### config.mk
export PLATFORM = sky130hd
export DESIGN_NAME = sod_frame_scheduler
export DESIGN_NICKNAME = d
export VERILOG_FILES = /design/src/rtl/sod_frame_scheduler.sv
export SDC_FILE = /design/constraint.sdc
export NUM_CORES = 1
export LEC_CHECK = 0
export CORE_MARGIN = 10
export CORE_UTILIZATION = 48
export DETAILED_ROUTE_END_ITERATION = 10
export MAX_ROUTING_LAYER = met4
export PLACE_DENSITY_LB_ADDON = 0.25
export SLEW_MARGIN = 25
export SYNTH_ARGS = -nofsm -noshare
export SYNTH_HDL_FRONTEND = slang
export SYNTH_SLANG_ARGS = --single-unit
### constraint.sdc
create_clock -name clk -period 2.85 [get_ports clk]
set_input_delay 0.285 -clock clk [delete_from_list [all_inputs] [get_ports clk]]
set_output_delay 0.285 -clock clk [all_outputs]
set_load 0.02 [all_outputs]
### src/rtl/sod_frame_scheduler.sv
// Round-robin frame scheduler sharing one stuff_or_data datapath among NUM_CH requesters.
// Define SOD_CNT_CHECK_EN to build the received-beat self-check that drives cnt_err.
module sod_frame_scheduler #(
  parameter int unsigned MPT_W  = 8,
  parameter int unsigned NUM_CH = 4,
  localparam int unsigned CH_W  = $clog2(NUM_CH)
) (
  input  logic                    clk,
  input  logic                    rst_n,
  input  logic [NUM_CH-1:0]       req,
  input  logic [NUM_CH*MPT_W-1:0] pm_in,
  input  logic [NUM_CH*MPT_W-1:0] cm_in,
  input  logic                    slot_en,
  output logic [NUM_CH-1:0]       gnt,
  output logic [NUM_CH-1:0]       done,
  output logic                    cfg_err,
  output logic                    busy,
  output logic [CH_W-1:0]         cur_ch,
  output logic [MPT_W-1:0]        data_cnt,
  output logic [MPT_W-1:0]        stuff_cnt,
  output logic                    cnt_err,
  output logic [MPT_W-1:0]        sod_pm,
  output logic [MPT_W-1:0]        sod_cm,
  output logic                    sod_sof,
  output logic                    sod_valid,
  input  logic                    sod_vout,
  input  logic                    sod_ds
);

  localparam int unsigned FL_W = MPT_W + 2;
  localparam logic [FL_W-1:0] FLUSH_LAST = FL_W'((1 << MPT_W) + 1);

  typedef enum logic [2:0] {
    S_FLUSH,
    S_IDLE,
    S_LOAD,
    S_SOF,
    S_BURST,
    S_DRAIN,
    S_DONE
  } state_e;

  state_e             state_q, state_d;
  logic [CH_W-1:0]    rr_q, rr_d;
  logic [CH_W-1:0]    cur_q, cur_d;
  logic [MPT_W-1:0]   pm_q, pm_d;
  logic [MPT_W-1:0]   cm_q, cm_d;
  logic [MPT_W-1:0]   issued_q, issued_d;
  logic [MPT_W-1:0]   data_q, data_d;
  logic [MPT_W-1:0]   stuff_q, stuff_d;
  logic [FL_W-1:0]    flush_q, flush_d;
  logic [NUM_CH-1:0]  gnt_q, gnt_d;
  logic [NUM_CH-1:0]  done_q, done_d;
  logic               cfg_err_q, cfg_err_d;
  logic               busy_q, busy_d;
  logic               sof_q, sof_d;
  logic               valid_q, valid_d;

  logic               grant_found;
  logic [CH_W-1:0]    grant_idx;

  // Round-robin pick: first requesting channel at or after the rr pointer.
  always_comb begin
    grant_found = 1'b0;
    grant_idx   = '0;
    for (int unsigned i = 0; i < NUM_CH; i++) begin
      if (!grant_found && req[CH_W'((32'(rr_q) + i) % NUM_CH)]) begin
        grant_found = 1'b1;
        grant_idx   = CH_W'((32'(rr_q) + i) % NUM_CH);
      end
    end
  end

  // Next-state and registered-output logic.
  always_comb begin
    state_d   = state_q;
    rr_d      = rr_q;
    cur_d     = cur_q;
    pm_d      = pm_q;
    cm_d      = cm_q;
    issued_d  = issued_q;
    data_d    = data_q;
    stuff_d   = stuff_q;
    flush_d   = flush_q;
    gnt_d     = '0;
    done_d    = '0;
    cfg_err_d = 1'b0;
    sof_d     = 1'b0;
    valid_d   = 1'b0;

    // Receive side: datapath output counted everywhere except while flushing.
    if (state_q != S_FLUSH && sod_vout) begin
      if (sod_ds) begin
        data_d = data_q + MPT_W'(1);
      end else begin
        stuff_d = stuff_q + MPT_W'(1);
      end
    end

    case (state_q)
      S_FLUSH: begin
        valid_d = 1'b1;
        flush_d = flush_q + FL_W'(1);
        if ((flush_q != '0 && !sod_vout) || flush_q == FLUSH_LAST) begin
          state_d = S_IDLE;
          valid_d = 1'b0;
          flush_d = '0;
        end
      end
      S_IDLE: begin
        if (grant_found) begin
          gnt_d[grant_idx] = 1'b1;
          cur_d    = grant_idx;
          pm_d     = pm_in[32'(grant_idx) * MPT_W +: MPT_W];
          cm_d     = cm_in[32'(grant_idx) * MPT_W +: MPT_W];
          rr_d     = (grant_idx == CH_W'(NUM_CH - 1)) ? '0 : grant_idx + CH_W'(1);
          issued_d = '0;
          data_d   = '0;
          stuff_d  = '0;
          state_d  = S_LOAD;
        end
      end
      S_LOAD: begin
        if (pm_q == '0 || cm_q > pm_q) begin
          cfg_err_d = 1'b1;
          state_d   = S_IDLE;
        end else begin
          state_d = S_SOF;
        end
      end
      S_SOF: begin
        sof_d   = 1'b1;
        state_d = S_BURST;
      end
      S_BURST: begin
        if (slot_en) begin
          valid_d  = 1'b1;
          issued_d = issued_q + MPT_W'(1);
          if (issued_q + MPT_W'(1) == pm_q) begin
            state_d = S_DRAIN;
          end
        end
      end
      S_DRAIN: begin
        if (MPT_W'(data_q + stuff_q) == pm_q) begin
          state_d = S_DONE;
        end
      end
      S_DONE: begin
        done_d[cur_q] = 1'b1;
        state_d       = S_IDLE;
      end
      default: begin
        state_d = S_FLUSH;
      end
    endcase

    busy_d = (state_d != S_IDLE);
  end

  always_ff @(posedge clk) begin
    if (!rst_n) begin
      state_q   <= S_FLUSH;
      rr_q      <= '0;
      cur_q     <= '0;
      pm_q      <= '0;
      cm_q      <= '0;
      issued_q  <= '0;
      data_q    <= '0;
      stuff_q   <= '0;
      flush_q   <= '0;
      gnt_q     <= '0;
      done_q    <= '0;
      cfg_err_q <= 1'b0;
      busy_q    <= 1'b0;
      sof_q     <= 1'b0;
      valid_q   <= 1'b0;
    end else begin
      state_q   <= state_d;
      rr_q      <= rr_d;
      cur_q     <= cur_d;
      pm_q      <= pm_d;
      cm_q      <= cm_d;
      issued_q  <= issued_d;
      data_q    <= data_d;
      stuff_q   <= stuff_d;
      flush_q   <= flush_d;
      gnt_q     <= gnt_d;
      done_q    <= done_d;
      cfg_err_q <= cfg_err_d;
      busy_q    <= busy_d;
      sof_q     <= sof_d;
      valid_q   <= valid_d;
    end
  end

`ifdef SOD_CNT_CHECK_EN
  logic stray_q, stray_d;
  logic cnt_err_q, cnt_err_d;
  logic valid_dly_q;

  // A datapath output not preceded by an issued beat marks the frame as suspect.
  always_comb begin
    stray_d   = stray_q;
    cnt_err_d = 1'b0;
    if (state_q == S_IDLE && grant_found) begin
      stray_d = 1'b0;
    end else if ((state_q == S_BURST || state_q == S_DRAIN) && sod_vout && !valid_dly_q) begin
      stray_d = 1'b1;
    end
    if (state_q == S_DONE) begin
      cnt_err_d = stray_q || (data_q != cm_q) || (MPT_W'(data_q + stuff_q) != pm_q);
    end
  end

  always_ff @(posedge clk) begin
    if (!rst_n) begin
      stray_q     <= 1'b0;
      cnt_err_q   <= 1'b0;
      valid_dly_q <= 1'b0;
    end else begin
      stray_q     <= stray_d;
      cnt_err_q   <= cnt_err_d;
      valid_dly_q <= valid_q;
    end
  end

  assign cnt_err = cnt_err_q;
`else
  assign cnt_err = 1'b0;
`endif

  assign gnt       = gnt_q;
  assign done      = done_q;
  assign cfg_err   = cfg_err_q;
  assign busy      = busy_q;
  assign cur_ch    = cur_q;
  assign data_cnt  = data_q;
  assign stuff_cnt = stuff_q;
  assign sod_pm    = pm_q;
  assign sod_cm    = cm_q;
  assign sod_sof   = sof_q;
  assign sod_valid = valid_q;

endmodule

---- Word level (Yosys, flattened, before mapping) ----
Cells that the tools add are included.
cells by class
  equality and inequality tests ........... 13
  shift-type cells ........................ 2
  muxes and demuxes ....................... 45
  divide/modulo/power cells ............... 0
  order comparisons ....................... 9
  reductions and logical operators ........ 23
  multipliers ............................. 0
  bitwise gates (word level) .............. 0
  add/sub/neg operators ................... 9
operators by type and width
  kind                                                        count
  2-to-1 mux 8 bit                                            10
  variable part select 32 x 6 -> 8 bit                        2
  adder 8 x 1 -> 8 bit, second input constant                 3
  case mux 3 bit (7 select lines)                             1
  less-than comparator 2 x 3 -> 1 bit, second input constant  6
  equality test 8 bit                                         2
  case mux 8 bit (2 select lines)                             1
  2-to-1 mux 3 bit                                            5
  2-to-1 mux 1 bit                                            14
  2-to-1 mux 2 bit                                            6
  adder 10 x 1 -> 10 bit, second input constant               1
  equality test 10 x 9 -> 1 bit, second input constant        1
  2-to-1 mux 10 bit                                           1
  nonzero test 10 bit                                         1
  equality test 3 bit, second input constant                  3
  adder 8 bit                                                 1
  binary-select mux 1 bit (select 2 bit)                      4
  greater-than comparator 8 bit                               1
  zero test 8 bit                                             1
  logical AND 1 bit                                           7
  equality test 3 x 2 -> 1 bit, second input constant         2
  AND reduction 2 bit                                         3
  AND reduction 3 bit                                         2
  adder 2 x 1 -> 2 bit, second input constant                 2
  other kinds (13)                                            21
word-level totals
  memories ................................ 0
  bits in read-only memories .............. 0
  latch bits .............................. 0
  input bits .............................. 73
  register bits ........................... 69
  RAM bits ................................ 0
  output and inout port bits .............. 47
  logic and storage cells ................. 116

---- Depth between registers and ports, before layout ----
  word-level depth ........................ 16
  gate-level depth with buffers ........... 10
  depth with buffers taken out ............ 9

---- Worst setup path after synthesis ----
OpenSTA, ideal clock, no wires.
  path kind ............................... register to register
  from .................................... reg stuff_q[0] (netlist: stuff_cnt[0])
  to ...................................... reg state_q[1]
  buffers on the path ..................... 0
  period minus slack after synthesis ...... 2.314 ns
  data required time ...................... 2.790 ns
  stages on the path, launching flop included .. 10
  data arrival time ....................... 2.255 ns
  slack ................................... 0.536 ns
  cells stage by stage .................... dfxtp_1 > ha_1 > inv_1 > fa_1 > nand2b_1 > a21oi_1 > xnor2_1 > nand4_1 > a2111oi_2 > a41o_1
on the way
  word-level cells in the longest chain between the ends .. 4
ends and longest elaborated chain
  what                             RTL line  RTL
  start, declared                  50        logic [MPT_W-1:0] stuff_q, stuff_d;
  start signal, assigned           186       stuff_q <= stuff_d;
  adder 8 bit                      145       if (MPT_W'(data_q + stuff_q) == pm_q) begin
  equality test 8 bit              145
  2-to-1 mux 3 bit                 145
  case mux 3 bit (7 select lines)  100       case (state_q)
  end signal, assigned             179       state_q <= state_d;
  end, declared                    43        state_e state_q, state_d;
Every way passes these cells.
A chain may end at the register's enable or synchronous reset.

---- Worst setup path after layout ----
Same ends and word-level chain as after synthesis.

==> run metrics <==
largest net degree at the start of global routing=37; first-pass iteration count of the detailed router=4; RSZ-0062 raised after global routing=false; Die H=roughly 110 µm; pwr dens=597 nW/µm²; vias in the first global route=4047; Synth Cell Area=approximately 4100 µm²; synth-to-layout area growth=36.1%; Worst Setup SP=stuff_cnt[0]; dpl cell area=5380 µm²; CTS Hold Bufs=0; Reg clk slew, reported paths=80 ps; leakage=2.36 nW; worst path arrival time=approximately 2800 ps; via-per-instance ratio=between 5 and 6; Slew Viols, Final=0; actual slew at the worst max-slew pin=between 600 and 700 ps; Filler cells=around 680; Critical Path, Cell by Cell=ha_1 -> inv_1 -> fa_1 -> nand2b_1 -> a21oi_1 -> xnor2_1 -> nand4_1 -> a2111oi_2 -> a41o_1; worst reg2reg startpoint=stuff_cnt[0]; Clock Path Buffers=2; CTS resizes=0; Post-CTS Setup Inserts=0; sequential area share after synthesis=0.336; fin cells=699; synthesized area per cell=8.63 µm²; Starting Density=0.497; Boundary Pins=120; cts bufs inserted=9; number of synthesized flops with an enable pin=0; Setup CP Type=flip-flop to flip-flop; grt total ovfl=0; status=finished, final reports clean; Power Total=around 3.3 mW; synthesized instance count=476; dpl ws=395 ps; clock root buffer=clkbuf_8; Clock Latency Late Sink=350 ps; nature of the critical path endpoint=flip-flop; crit-path max FO=7; Final Skew=10.2 ps; synth warn=0; global-route wire length before repair=between 15 and 20 mm; Fmax=401 MHz; Setup TNS Final=0 ps; Max IR drop VDD=0.486 mV; Avg WL per Cell=16.5 µm; clk sinks=69; WHS=504 ps; share of post-route cells with drive strength above 1=0.0505; synthesis-stage register bit count=69; antenna-violating nets left=0; # DRC=0; worst stage delay on the critical path=roughly 470 ps; initial DRC count=201; cell row count=33; DIE WIDTH=112 µm; Placed Instances=roughly 680; die area=12700 µm²; Hold Crit Class=flip-flop to flip-flop; Most used DFF post-synth=dfxtp_1; Final min period=2500 ps; Post-Syn Nets=575; CP Data Required Time=roughly 3200 ps; final wirelength=11.5 mm; max_cap viols=0; Core ar.=around 8300 µm²; ANT cells=0; Placer Congestion=0.922; Slew HR=0.579; CP startpoint kind=flip-flop; fin nets=688; setup violators final=0; Final Util=0.677; CP max stage cell=dfxtp_1; hold path start=issued_q[1]; H-tree depth=3; final hold violations=0; Synth async-reset ratio=0; initial antenna violation count=0; CTS tree=yes; DR vias=3890; GRT Total Usage=0.179; fin area=5590 µm²; Final period util=0.876; synth unique cells=50; Post-DP HPWL=8.91 mm; Final WS setup=355 ps; IO buf count=between 100 and 150
==> Yosys cell counts, drive strengths merged (10+ instances only) <==
cell | count | area [µm²]
xor2 | 27 | 236
a21oi | 27 | 135
dfxtp | 69 | 1380
xnor2 | 19 | 166
nand2 | 26 | 97.6
inv | 22 | 82.6
ha | 25 | 313
mux2i | 36 | 360
nand3 | 36 | 180
nor2 | 45 | 169
o21ai | 10 | 50.0
o221ai | 16 | 140
and3 | 14 | 87.6
clkbuf | 18 | 98.8
==> metal layers <==
layer	global-route usage	routed length [µm]	vias up
li1	-	-	1927
met1	0.197	4920	1819
met2	0.307	5710	125
met3	0.0490	741	19
met4	0.0558	157	0
met5	-	0	-
==> final timing paths <==
check                           slack [ps]  depth (start not counted)          end
worst max-delay path                   350                          9   state_q[1]
worst min-delay path                   500                          2  issued_q[1]
worst max register to register         350                          9   state_q[1]
worst min register to register         500                          2  issued_q[1]
==> registers in the layout, summed over array words and instances (netlist names), 2 cells and up <==
signal     cells
cur_ch         2
data_cnt       8
done           4
flush_q       10
gnt            4
issued_q       8
rr_q           2
sod_cm         8
sod_pm         8
state_q        3
stuff_cnt      8
==> cell families after synthesis <==
group                    synth area share
AND/OR/NAND/NOR                     0.200
other                            0.000913
multiplexers                       0.0878
buffers and inverters              0.0555
adder cells (fa/ha/maj)            0.0810
XOR/XNOR                           0.0981
flip-flops                          0.336
AO/OA/AOI/OAI                       0.140
==> placed cells by master, fill, tap and decap left out, types with 9 or more instances in the layout <==
master / count
o21ai_0: 9
nand2_1: 26
o221ai_1: 16
a21oi_1: 27
xor2_1: 27
inv_1: 22
buf_4: 9
and3_1: 14
mux2i_1: 36
dfxtp_1: 69
nand3_1: 36
clkbuf_8: 12
nor2_1: 45
xnor2_1: 19
ha_1: 25
clkdlybuf4s50_1: 118
==> layout make-up <==
class	instances	area [µm²]	share of cell area
multi-input cells	358	2510	0.449
clock inverters	3	42.5	0.00761
flip-flops and latches	69	1380	0.247
clock buffers	13	169	0.0302
well taps	105	131	0.0235
repair buffers	128	1270	0.227
inverters	23	86.3	0.0154
==> critical path: cells and delay by family (launching register included) <==
family | cells | cell delay (ps)
buffers and inverters | 1 | 60
AND/OR/NAND/NOR | 2 | 300
XOR/XNOR | 1 | 160
flip-flops | 1 | 470
adder cells (fa/ha/maj) | 2 | 610
AO/OA/AOI/OAI | 3 | 850
==> report_power, final <==
| group | total [mW] | internal (mW) | switching, mW |
|---|---|---|---|
| combinational | 1.29 | 0.604 | 0.684 |
| clock | 0.853 | 0.475 | 0.377 |
| sequential | 1.20 | 1.06 | 0.136 |
| total | 3.34 | 2.14 | 1.20 |
Power figures use the tool's default switching activity.
